`config.mk`:
```
export PLATFORM = sky130hd
export DESIGN_NAME = hazard_scoreboard
export DESIGN_NICKNAME = d
export VERILOG_FILES = /design/src/rtl/hazard_pkg.sv /design/src/rtl/hazard_reg_timer.sv /design/src/rtl/hazard_scoreboard.sv
export SDC_FILE = /design/constraint.sdc
export NUM_CORES = 1
export LEC_CHECK = 0
export BUFFER_PORTS_ARGS = -buffer_cell sky130_fd_sc_hd__buf_2
export CORE_ASPECT_RATIO = 2
export CORE_UTILIZATION = 53
export DETAILED_ROUTE_END_ITERATION = 8
export GPL_ROUTABILITY_DRIVEN = 0
export PLACE_DENSITY = 0.82
export SLEW_MARGIN = 25
export SYNTH_ARGS = -nofsm -noshare
export SYNTH_HDL_FRONTEND = slang
export SYNTH_SLANG_ARGS = --single-unit
```
`constraint.sdc`:
```
create_clock -name clk -period 2.7 [get_ports clk]
set_input_delay 0.27 -clock clk [delete_from_list [all_inputs] [get_ports clk]]
set_output_delay 0.27 -clock clk [all_outputs]
set_load 0.005 [all_outputs]
```
`src/rtl/hazard_pkg.sv`:
```
// Shared constants, timer opcodes and counter-width helper for the load-use hazard scoreboard.
// Optional stall-cycle performance counter in the top is enabled by defining HAZARD_PERF_EN.
package hazard_pkg;

   localparam int unsigned REG_ADDR_DEF = 5;
   localparam int unsigned LOAD_LAT_MAX = 7;

   typedef enum logic [1:0] {
      TMR_HOLD  = 2'd0,
      TMR_DEC   = 2'd1,
      TMR_LOAD  = 2'd2,
      TMR_CLEAR = 2'd3
   } tmr_op_e;

   // Bits needed to hold a countdown from lat down to 0; never narrower than one bit.
   function automatic int unsigned cnt_width(input int unsigned lat);
      int unsigned w;
      w = $clog2(lat + 1);
      return (w < 1) ? 1 : w;
   endfunction

   localparam int unsigned CNT_W_MAX = cnt_width(LOAD_LAT_MAX);

endpackage

```
`src/rtl/hazard_reg_timer.sv`:
```
// Per-register load countdown timer: clear/hold/reload/decrement, pending while nonzero.
// Decrement stops at zero so the timer can never wrap.
module hazard_reg_timer
   import hazard_pkg::*;
#(
   parameter int unsigned LOAD_LAT = 1,
   parameter int unsigned CW       = cnt_width(LOAD_LAT)
) (
   input  logic          clk,
   input  logic          rst_n,
   input  tmr_op_e       op_i,
   output logic [CW-1:0] cnt_o,
   output logic          pending_o
);

   logic [CW-1:0] cnt_q;
   logic [CW-1:0] cnt_d;

   always_comb begin
      cnt_d = cnt_q;
      unique case (op_i)
         TMR_CLEAR: cnt_d = '0;
         TMR_HOLD:  cnt_d = cnt_q;
         TMR_LOAD:  cnt_d = CW'(LOAD_LAT);
         TMR_DEC: begin
            if (cnt_q != '0) begin
               cnt_d = cnt_q - CW'(1);
            end
         end
         default:   cnt_d = cnt_q;
      endcase
   end

   always_ff @(posedge clk or negedge rst_n) begin
      if (!rst_n) begin
         cnt_q <= '0;
      end else begin
         cnt_q <= cnt_d;
      end
   end

   assign cnt_o     = cnt_q;
   assign pending_o = (cnt_q != '0);

endmodule

```
`src/rtl/hazard_scoreboard.sv`:
```
// Load-use hazard scoreboard: per-register load timers, ID-stage stall with store-data exemption.
// Define HAZARD_PERF_EN to build the saturating stall_cycles counter; otherwise it is tied to zero.
module hazard_scoreboard
   import hazard_pkg::*;
#(
   parameter int unsigned REG_ADDR = REG_ADDR_DEF,
   parameter int unsigned NUM_REGS = 32,
   parameter int unsigned LOAD_LAT = 1
) (
   input  logic                clk,
   input  logic                rst_n,
   input  logic                id_valid,
   input  logic [REG_ADDR-1:0] id_src1,
   input  logic [REG_ADDR-1:0] id_src2,
   input  logic [REG_ADDR-1:0] id_dst,
   input  logic                id_memread,
   input  logic                id_memwrite,
   input  logic                mem_busy,
   input  logic                flush,
   output logic                stall,
   output logic [NUM_REGS-1:0] pending_mask,
   output logic [31:0]         stall_cycles
);

   localparam int unsigned CW = cnt_width(LOAD_LAT);

   // Register 0 has no timer; its count and pending bit are constant zero.
   logic [CW-1:0]       cnt  [1:NUM_REGS-1];
   logic [NUM_REGS-1:1] pend;

   logic [CW-1:0] src1_cnt;
   logic [CW-1:0] src2_cnt;
   logic          src1_pend;
   logic          src2_pend;
   logic          hit1;
   logic          hit2;
   logic          issue;

   for (genvar r = 1; r < NUM_REGS; r++) begin : g_tmr
      logic    ld_sel;
      tmr_op_e op;

      assign ld_sel = issue && id_memread && (id_dst == REG_ADDR'(r));

      always_comb begin
         if (flush) begin
            op = TMR_CLEAR;
         end else if (mem_busy) begin
            op = TMR_HOLD;
         end else if (ld_sel) begin
            op = TMR_LOAD;
         end else begin
            op = TMR_DEC;
         end
      end

      hazard_reg_timer #(
         .LOAD_LAT (LOAD_LAT),
         .CW       (CW)
      ) u_tmr (
         .clk       (clk),
         .rst_n     (rst_n),
         .op_i      (op),
         .cnt_o     (cnt[r]),
         .pending_o (pend[r])
      );
   end

   // Source 0 and addresses at or beyond NUM_REGS never match any timer.
   always_comb begin
      src1_cnt  = '0;
      src2_cnt  = '0;
      src1_pend = 1'b0;
      src2_pend = 1'b0;
      for (int unsigned i = 1; i < NUM_REGS; i++) begin
         if (id_src1 == REG_ADDR'(i)) begin
            src1_cnt  = cnt[i];
            src1_pend = pend[i];
         end
         if (id_src2 == REG_ADDR'(i)) begin
            src2_cnt  = cnt[i];
            src2_pend = pend[i];
         end
      end
   end

   // Store data is forwarded at MEM, so a store's src2 clears one cycle early.
   assign hit1  = src1_pend;
   assign hit2  = src2_pend && !(id_memwrite && (src2_cnt == CW'(1)));
   assign stall = id_valid && (hit1 || hit2);
   assign issue = id_valid && !stall && !mem_busy && !flush;

   assign pending_mask = {pend, 1'b0};

`ifdef HAZARD_PERF_EN
   logic [31:0] stall_cycles_q;
   logic [31:0] stall_cycles_d;

   always_comb begin
      stall_cycles_d = stall_cycles_q;
      if (stall && (stall_cycles_q != '1)) begin
         stall_cycles_d = stall_cycles_q + 32'd1;
      end
   end

   always_ff @(posedge clk or negedge rst_n) begin
      if (!rst_n) begin
         stall_cycles_q <= '0;
      end else begin
         stall_cycles_q <= stall_cycles_d;
      end
   end

   assign stall_cycles = stall_cycles_q;
`else
   logic unused_src1_cnt;
   assign unused_src1_cnt = ^src1_cnt;
   assign stall_cycles    = '0;
`endif

endmodule

```
; After elaboration in Yosys (flattened, before gate mapping)
; Cells that the tools add are included.
[word_totals]
reg_bits = 31
inputBits = 22
elab_cells = 539
output_inout_bits = 65
[classes]
n_eq_ne = 186
mux = 217
addsub = 31
reduce_logical = 74
[op_table]
columns = cell, count
row1 = "5-bit equality test, second input constant", 48
row2 = 2-bit 2-to-1 mux, 93
row3 = "2-bit equality test, second input constant", 62
row4 = "5-bit by 4-bit equality test with 1-bit output, second input constant", 24
row5 = 1-bit 2-to-1 mux, 93
row6 = 1-bit case mux with 3 select lines, 31
row7 = "2-bit by 1-bit equality test with 1-bit output, second input constant", 31
row8 = 2-bit zero test, 31
row9 = "5-bit by 3-bit equality test with 1-bit output, second input constant", 12
row10 = 1-bit logical AND, 38
row11 = "1-bit subtractor, second input constant", 31
row12 = "5-bit by 2-bit equality test with 1-bit output, second input constant", 6
row13 = "5-bit by 1-bit equality test with 1-bit output, second input constant", 3
row14 = 1-bit zero test, 4
row15 = 1-bit logical OR, 1

; Depth between registers and ports, before layout
; Gate-level depths: netlist of run 1.
[logic_depth]
word_depth = 48
mapped_depth = 10
ltp_nobuf = 7

; Cells and area by module
; A second synthesis of run 1 with hierarchy kept.
[unflattened]
cells_unflattened = 505
area_unflattened_um2 = 4030.1
[by_module_without_submodules]
columns = module, seq_area_each_um2, area_each_um2, cells_each, n_inst
row1 = hazard_scoreboard, 0.0, 2711.4, 412, 1
row2 = hazard_reg_timer, 25.0, 42.5, 3, 31

; Worst setup path before layout of run 1
; OpenSTA, ideal clock, no wires.
[synth_path]
path_kind = in2out
from = in id_src1[0]
to = out stall
required_ns = 2.430
n_path_buf = 3
setup_slack_ns = 0.532
cell_stages = 10
arrival_ns = 1.898
path_cell_list = buf_2 > buf_4 > nand2_1 > o221ai_1 > o22ai_1 > a21oi_1 > o2111a_1 > a221o_1 > buf_2 > a21boi_0
[synth_between]
elab_chain_len = 34
word_cells_on_any_way = 64
classes_between = eq/ne (31) / mux (31) / reduce/logical (2)
[synth_lines]
columns = item, line_no
row1 = from (decl), hazard_scoreboard.sv:13  ; input logic [REG_ADDR-1:0] id_src1,
row2 = 5-bit by 1-bit equality test with 1-bit output, hazard_scoreboard.sv:76  ; if (id_src1 == REG_ADDR'(i)) begin
row3 = 1-bit 2-to-1 mux (30 in series), hazard_scoreboard.sv:76
row4 = 1-bit 2-to-1 mux *, hazard_scoreboard.sv:76
row5 = 1-bit logical OR *, hazard_scoreboard.sv:90  ; assign stall = id_valid && (hit1 || hit2);
row6 = 1-bit logical AND *, hazard_scoreboard.sv:90
row7 = to (decl), hazard_scoreboard.sv:20  ; output logic stall,
; Every way passes the cells marked *; elsewhere a longest branch is shown, timed or not.

; Worst setup path in the final report of run 1
; Ends and elaborated chain as after synthesis.

==> results.yml, run 1 <==
route:
  routedWlPerCell_um: 18.3
  wirelength_mm: 7.66
  drt_iter0_drc: 96
  first_pass_iters: 4
  final_antenna_net_count: 0
  vias: 2682
  vias_per_cell: 6.40
  drc_errors: 0
worst_setup_path:
  worst_setup_path_end_kind: "output port"
  criticalPathCategory: "in -> out"
  worst-endpoint-arrival_ps: 2290
  rrSetupSlack_ps: 440
  cp_max_fo: 26
  critPathRequiredTime_ps: 2430
  worstSetupStartpointType: "primary input"
sta:
  rsz0062_at_grt: "false"
  clock_skew_ps: 4.61
  drv_slew: 0
  period_needed_ps: 2560
  setup_viol: 0
  finalCritPeriodShare_pct: 94.9
  max_freq_mhz: 390
  hold_violations: 0
  worst_pin_slew_ps: 668
  max_slew_margin_pct: 54.8
  tns_ps: 0
floorplan:
  die_h_um: 108
  die-area_um2: 5920
  core_um2: 5420
  start_util_pct: 54.8
  num_io_pins: 87
  row_count: 38
  die_x_um: 54.9
status:
  status: "completed"
synth:
  yosys.area_share.simple_pct: 19.2
  synth_top_area_cell: "dfrtp_1"
  synth_seq_cells: 31
  synth_area_leaders: "dfrtp_1 26%, buf_4 17%, a32o_1 8.4%, nor2_1 4.3%, mux2i_1 3.4%"
  syn_avg_cell_area_um2: 8.46
  synth_compound_area_share_pct: 25.6
  synth_top_area_share_pct: 26.1
  yosys_warnings: 0
  synth_top_family_by_area: "compound AO/OA/AOI/OAI gates"
  syn_area_um2: 2970
  ys_seq_area_share_pct: 26.1
  synth_edf_count: 0
  ys_types: 62
  synthCells: 351
  synthAdderAreaFrac_pct: 0
  synthArstFlopShare_pct: 100
  synth-main-ff-cell: "dfrtp_1"
  synth_mux_area_share_pct: 5.65
  synth_xor_area_share_pct: 0
pwr:
  leakagePower_uw: 0.00136
  p_switching_uw: 316
  clkPwrFrac_pct: 36.9
  combPwrFrac_pct: 20.0
  power_density_nw_per_um2: 370
  netSwitchingFraction_pct: 29.2
  power.internal_uw: 767
  peakVddDrop_mv: 0.331
  seqPwrFrac_pct: 43.1
layout:
  stdcell_count: 419
  final_area_um2: 2930
  num-fill-cells: 534
  syn_to_final_growth_pct: -1.22
  multi_input_area_um2: 1620
  layout_common_cells: "53 x buf_2, 34 x nor2_1, 33 x conb_1, 30 x dfrtp_1, 25 x a32o_1"
  seqCellArea_um2: 777
  diodes: 0
  fin_nets: 380
  final_common_cell: "buf_2"
  drive_above_1_share_pct: 24.0
  largest_register_ffs: 31
flow_run:
  cap_violations: 0
grt:
  grt_first_pass_wirelength_mm: 12.1
  grt_max_degree: 32
  grt_usage_pct: 28.4
  antenna_found_initial: 0
  grt-ovfl-total: 0
  grt_pass1_vias: 2480
placement:
  dpl-instance-area_um2: 2830
  dp_hpwl_mm: 5.86
  placedCellCount: 411
  port_buffers: 53
cts:
  htree_levels: 2
  insertion_delay_ps: 290
  cts_tree: "yes"
  cts_buffer_depth: 2
  cts_made_buffers: 5
  cts_sinks: 31
  clk_pin_slew_ps: 60
  cts_root_buf: "clkbuf_8"
  cts_hold_buf: 0
worst_hold_path:
  hold_class: "in -> async"
-- cells in the mapped netlist (4+ instances only) --
library cell / number
nor2_1: 34
clkbuf_1: 6
nand2b_1: 8
a31o_2: 5
nor3_1: 11
buf_2: 11
dfrtp_1: 31
mux2_2: 5
and2_1: 8
buf_4: 67
buf_6: 6
o21ai_0: 12
a32o_1: 25
a21oi_1: 8
a31oi_1: 6
inv_1: 8
mux2i_1: 10
nor2b_1: 5
nand2_1: 20
nand3_1: 4
nand3b_1: 4
-- power groups by stage --
| stage | registers (uW) | logic [uW] | clock network, uW |
|---|---|---|---|
| finish | 467 | 216 | 400 |
| global route | 467 | 236 | 431 |
| CTS | 467 | 211 | 411 |
| detailed placement | 475 | 210 | 0 |
| global placement | 475 | 206 | 0 |
| floorplan | 475 | 193 | 0 |
-- path summary, 6_finish.rpt --
path | startpoint | to | cells after the start
hold reg to reg | g_tmr[31].u_tmr.cnt_o | g_tmr[31].u_tmr.cnt_o | 1
hold / removal | rst_n | g_tmr[1].u_tmr.cnt_o | 1
setup reg to reg | g_tmr[1].u_tmr.cnt_o | g_tmr[6].u_tmr.cnt_o | 8
setup / recovery | id_src1[0] | stall | 9
min in group clk | flush | g_tmr[16].u_tmr.cnt_o | 3
max in group asynchronous | rst_n | g_tmr[10].u_tmr.cnt_o | 1
-- stage by stage --
step | setup WS (ps) | total power (uW) | hold slack, ps | utilization, %
after floorplan | 532 | 668 | -25.6 | -
after global placement | 207 | 682 | 329 | 52.2
after detailed placement | 150 | 686 | 341 | 52.2
after CTS | 138 | 1090 | 29.2 | 54.1
after global routing | 32.4 | 1130 | 65.6 | 54.1
final | 138 | 1080 | 21.7 | 54.1
-- per-layer routing --
metal / share of wire (%) / vias to the layer above / GRT usage (%) / wire, um
met2: 55 / 133 / 46.9 / 4180
met3: 5.1 / 34 / 3.53 / 392
met5: 0 / - / 0 / 0
met4: 6.3 / 0 / 21.6 / 482
met1: 34 / 1307 / 30.7 / 2600
li1: - / 1208 / - / -
-- repair_timing --
item,CTS,global route
buffers inserted,0,0
setup endpoints to repair,0,1
resized for setup,0,2
-- logic make-up after synthesis --
logic type | after synthesis
buffers and inverters | 101
and+or+nand+nor | 110
other | 1
AOI/OAI and AO/OA | 92
muxes | 16
DFF | 31
-- worst max-delay path, cell delays in order --
cell,delay [ps]
buf_2,250
nor4b_1,600
a41oi_1,90
o21ai_1,180
a31oi_1,150
o2111a_1,170
a221o_1,320
a21boi_1,130
buf_2,130
-- layout make-up --
cell class                 count  share of cell area [%]
multi-input combinational    251                    55.4
sequential                    31                    26.5
timing repair buffer          61                    11.1
tap                           60                    2.56
clock buffer                   8                    3.41
inverter                       8                    1.02
Note: power is estimated with default switching activity, not from simulation.
==> inputs of run 2 (changes only) <==
--- a/config.mk
+++ b/config.mk
@@ -7,10 +7,10 @@
 export LEC_CHECK = 0
 export BUFFER_PORTS_ARGS = -buffer_cell sky130_fd_sc_hd__buf_2
 export CORE_ASPECT_RATIO = 2
-export CORE_UTILIZATION = 53
+export CORE_UTILIZATION = 48
 export DETAILED_ROUTE_END_ITERATION = 8
 export GPL_ROUTABILITY_DRIVEN = 0
-export PLACE_DENSITY = 0.82
+export PLACE_DENSITY = 0.78
 export SLEW_MARGIN = 25
 export SYNTH_ARGS = -nofsm -noshare
 export SYNTH_HDL_FRONTEND = slang
==> constraint.sdc (replaced) <==
create_clock -name clk -period 2.13 [get_ports clk]
set_input_delay 0.213 -clock clk [delete_from_list [all_inputs] [get_ports clk]]
set_output_delay 0.213 -clock clk [all_outputs]
set_load 0.005 [all_outputs]
==> run 2 against run 1 <==
The flow now finishes with violations (design-rule violations, negative setup slack). Clock power up 68%. Power up 49%. Non-clock buffer count up 44. Sequential power up 27%. Global-route usage down 1.2 points. Critical path depth down 1. Final cell count up 11%. Register-to-register slack worse by 640 ps. Combinational power up 62%. Count of clock-buffer cells in the layout down 1. Via count up 8.5%. Critical path type is now reg -> out. Highest routed layer unchanged.
==> results.yml, run 2 (same netlist as run 1, synthesis figures left out) <==
status:
  status: "finished with violations"
  violations: "design-rule violations, negative setup slack"
route:
  drc_errors: 6
  routedWlPerCell_um: 18.4
  first_pass_iters: 7
  final_antenna_net_count: 0
  vias_per_cell: 6.24
  drt_iter0_drc: 257
  vias: 2910
  wirelength_mm: 8.57
cts:
  cts_tree: "yes"
  cts_sinks: 31
  cts_made_buffers: 5
  htree_levels: 2
  insertion_delay_ps: 280
  cts_root_buf: "clkbuf_16"
  clk_pin_slew_ps: 50
  cts_buffer_depth: 2
sta:
  hold_violations: 0
  max_freq_mhz: 420
  worst_pin_slew_ps: 702
  setup_viol: 32
  drv_slew: 0
  layout_setup_ws_ps: -251
  max_slew_margin_pct: 52.5
  clock_skew_ps: 6.07
  finalCritPeriodShare_pct: 112
  period_needed_ps: 2380
  rsz0062_at_grt: "true"
placement:
  port_buffers: 53
  dp_hpwl_mm: 6.56
  dpl-instance-area_um2: 3140
  placedCellCount: 453
grt:
  grt-ovfl-total: 0
  grt_usage_pct: 27.2
  grt_max_degree: 32
  grt_pass1_vias: 2801
  antenna_found_initial: 0
  grt_first_pass_wirelength_mm: 13.4
layout:
  syn_to_final_growth_pct: 15.4
  final_common_cell: "buf_2"
  largest_register_ffs: 31
  stdcell_count: 466
  num-fill-cells: 525
  fin_nets: 424
  seqCellArea_um2: 776
  layout_common_cells: "53 x buf_2, 46 x buf_4, 34 x nor2_1, 33 x conb_1, 31 x dfrtp_1"
  finalCoreUtilization_pct: 57.0
  drive_above_1_share_pct: 33.3
  multi_input_area_um2: 1670
  diodes: 0
  final_area_um2: 3420
worst_hold_path:
  hold_class: "in -> reg"
  min_from: "id_dst[2]"
floorplan:
  row_count: 40
  core_um2: 6010
  num_io_pins: 87
  die-area_um2: 6520
  die_h_um: 113
  start_util_pct: 49.4
  die_x_um: 57.6
pwr:
  leakagePower_uw: 0.00166
  power_density_nw_per_um2: 472
  peakVddDrop_mv: 0.397
worst_setup_path:
  cp_max_fo: 2
  path_cells: "mux2_4, a32o_2, nor3_4, o221ai_2, o2111a_2, a311oi_4, a21boi_1, buf_2"
  worstSetupStartpointType: "flop"
  criticalPathCategory: "reg -> out"
  slowest_delay_ps: 390
  cpMaxStageDelayCell: "dfrtp_1"
  worst_setup_path_end_kind: "output port"
  critPathRequiredTime_ps: 1920
  startpoint: "g_tmr[1].u_tmr.cnt_o"
  worst-endpoint-arrival_ps: 2170
  rr_startpoint: "g_tmr[1].u_tmr.cnt_o"
flow_run:
  cap_violations: 0
==> run 2: cell count changes in the layout (fill, tap and decap cells not counted), sizes merged <==
cell         previous run  this run
bufbuf                  0         2
clkinv                  0         1
dlygate4sd3             0         1
clkbuf                  8         7
buf                    61       102
==> run 2: per-layer routing <==
layer | part of all wire, % | track usage (%) | vias up
met1 | 34 | 26.8 | 1400
met2 | 54 | 49.1 | 169
li1 | - | - | 1303
met4 | 6.4 | 22.4 | 0
met3 | 5.1 | 2.63 | 38
met5 | 0 | 0 | -
==> run 2: timing repair <==
action	CTS	global route
buffers inserted	1	1
gates cloned	2	0
pin swaps	6	6
hold buffers	1	0
setup endpoints to repair	30	32
hold endpoints to repair	31	0
gates resized for setup	5	9
==> run 2: power by group <==
group / switching [uW] / internal (uW)
Sequential: 1.52 / 591
Combinational: 205 / 146
Clock: 242 / 430
==> run 2: worst paths after layout <==
check                                   endpoint  slack [ps]  cells after the start
max reg2reg                g_tmr[17].u_tmr.cnt_o        -200                      9
min in group asynchronous   g_tmr[6].u_tmr.cnt_o         530                      2
min                        g_tmr[19].u_tmr.cnt_o         460                      3
max                                        stall        -250                      8
max in group asynchronous  g_tmr[10].u_tmr.cnt_o        1150                      2
min reg2reg                g_tmr[31].u_tmr.cnt_o         560                      1
==> run 2: layout make-up <==
cell class | instances | area share, %
multi-input combinational | 251 | 48.6
sequential | 31 | 22.7
timing repair buffer | 105 | 21.5
clock buffer | 7 | 3.87
tap | 63 | 2.30
inverter | 8 | 0.877
clock inverter | 1 | 0.146
==> run 2: worst max-delay path, delay by kind of cell, from the launching register on <==
family / cells / cell delay, ps
simple gates: 1 / 170
compound gates: 5 / 910
buf+inv: 1 / 140
mux: 1 / 270
flops: 1 / 390
==> run 2: stage by stage <==
stage	worst slack, ps	setup TNS, ps	hold WS (ps)	total power, uW
global placement	-169	-4550	272	905
detailed placement	-239	-6220	281	912
global route	-276	-5970	494	1670
CTS	-295	-6170	458	1600
floorplan	62.8	0	-82.6	847
finish	-251	-4650	463	1620
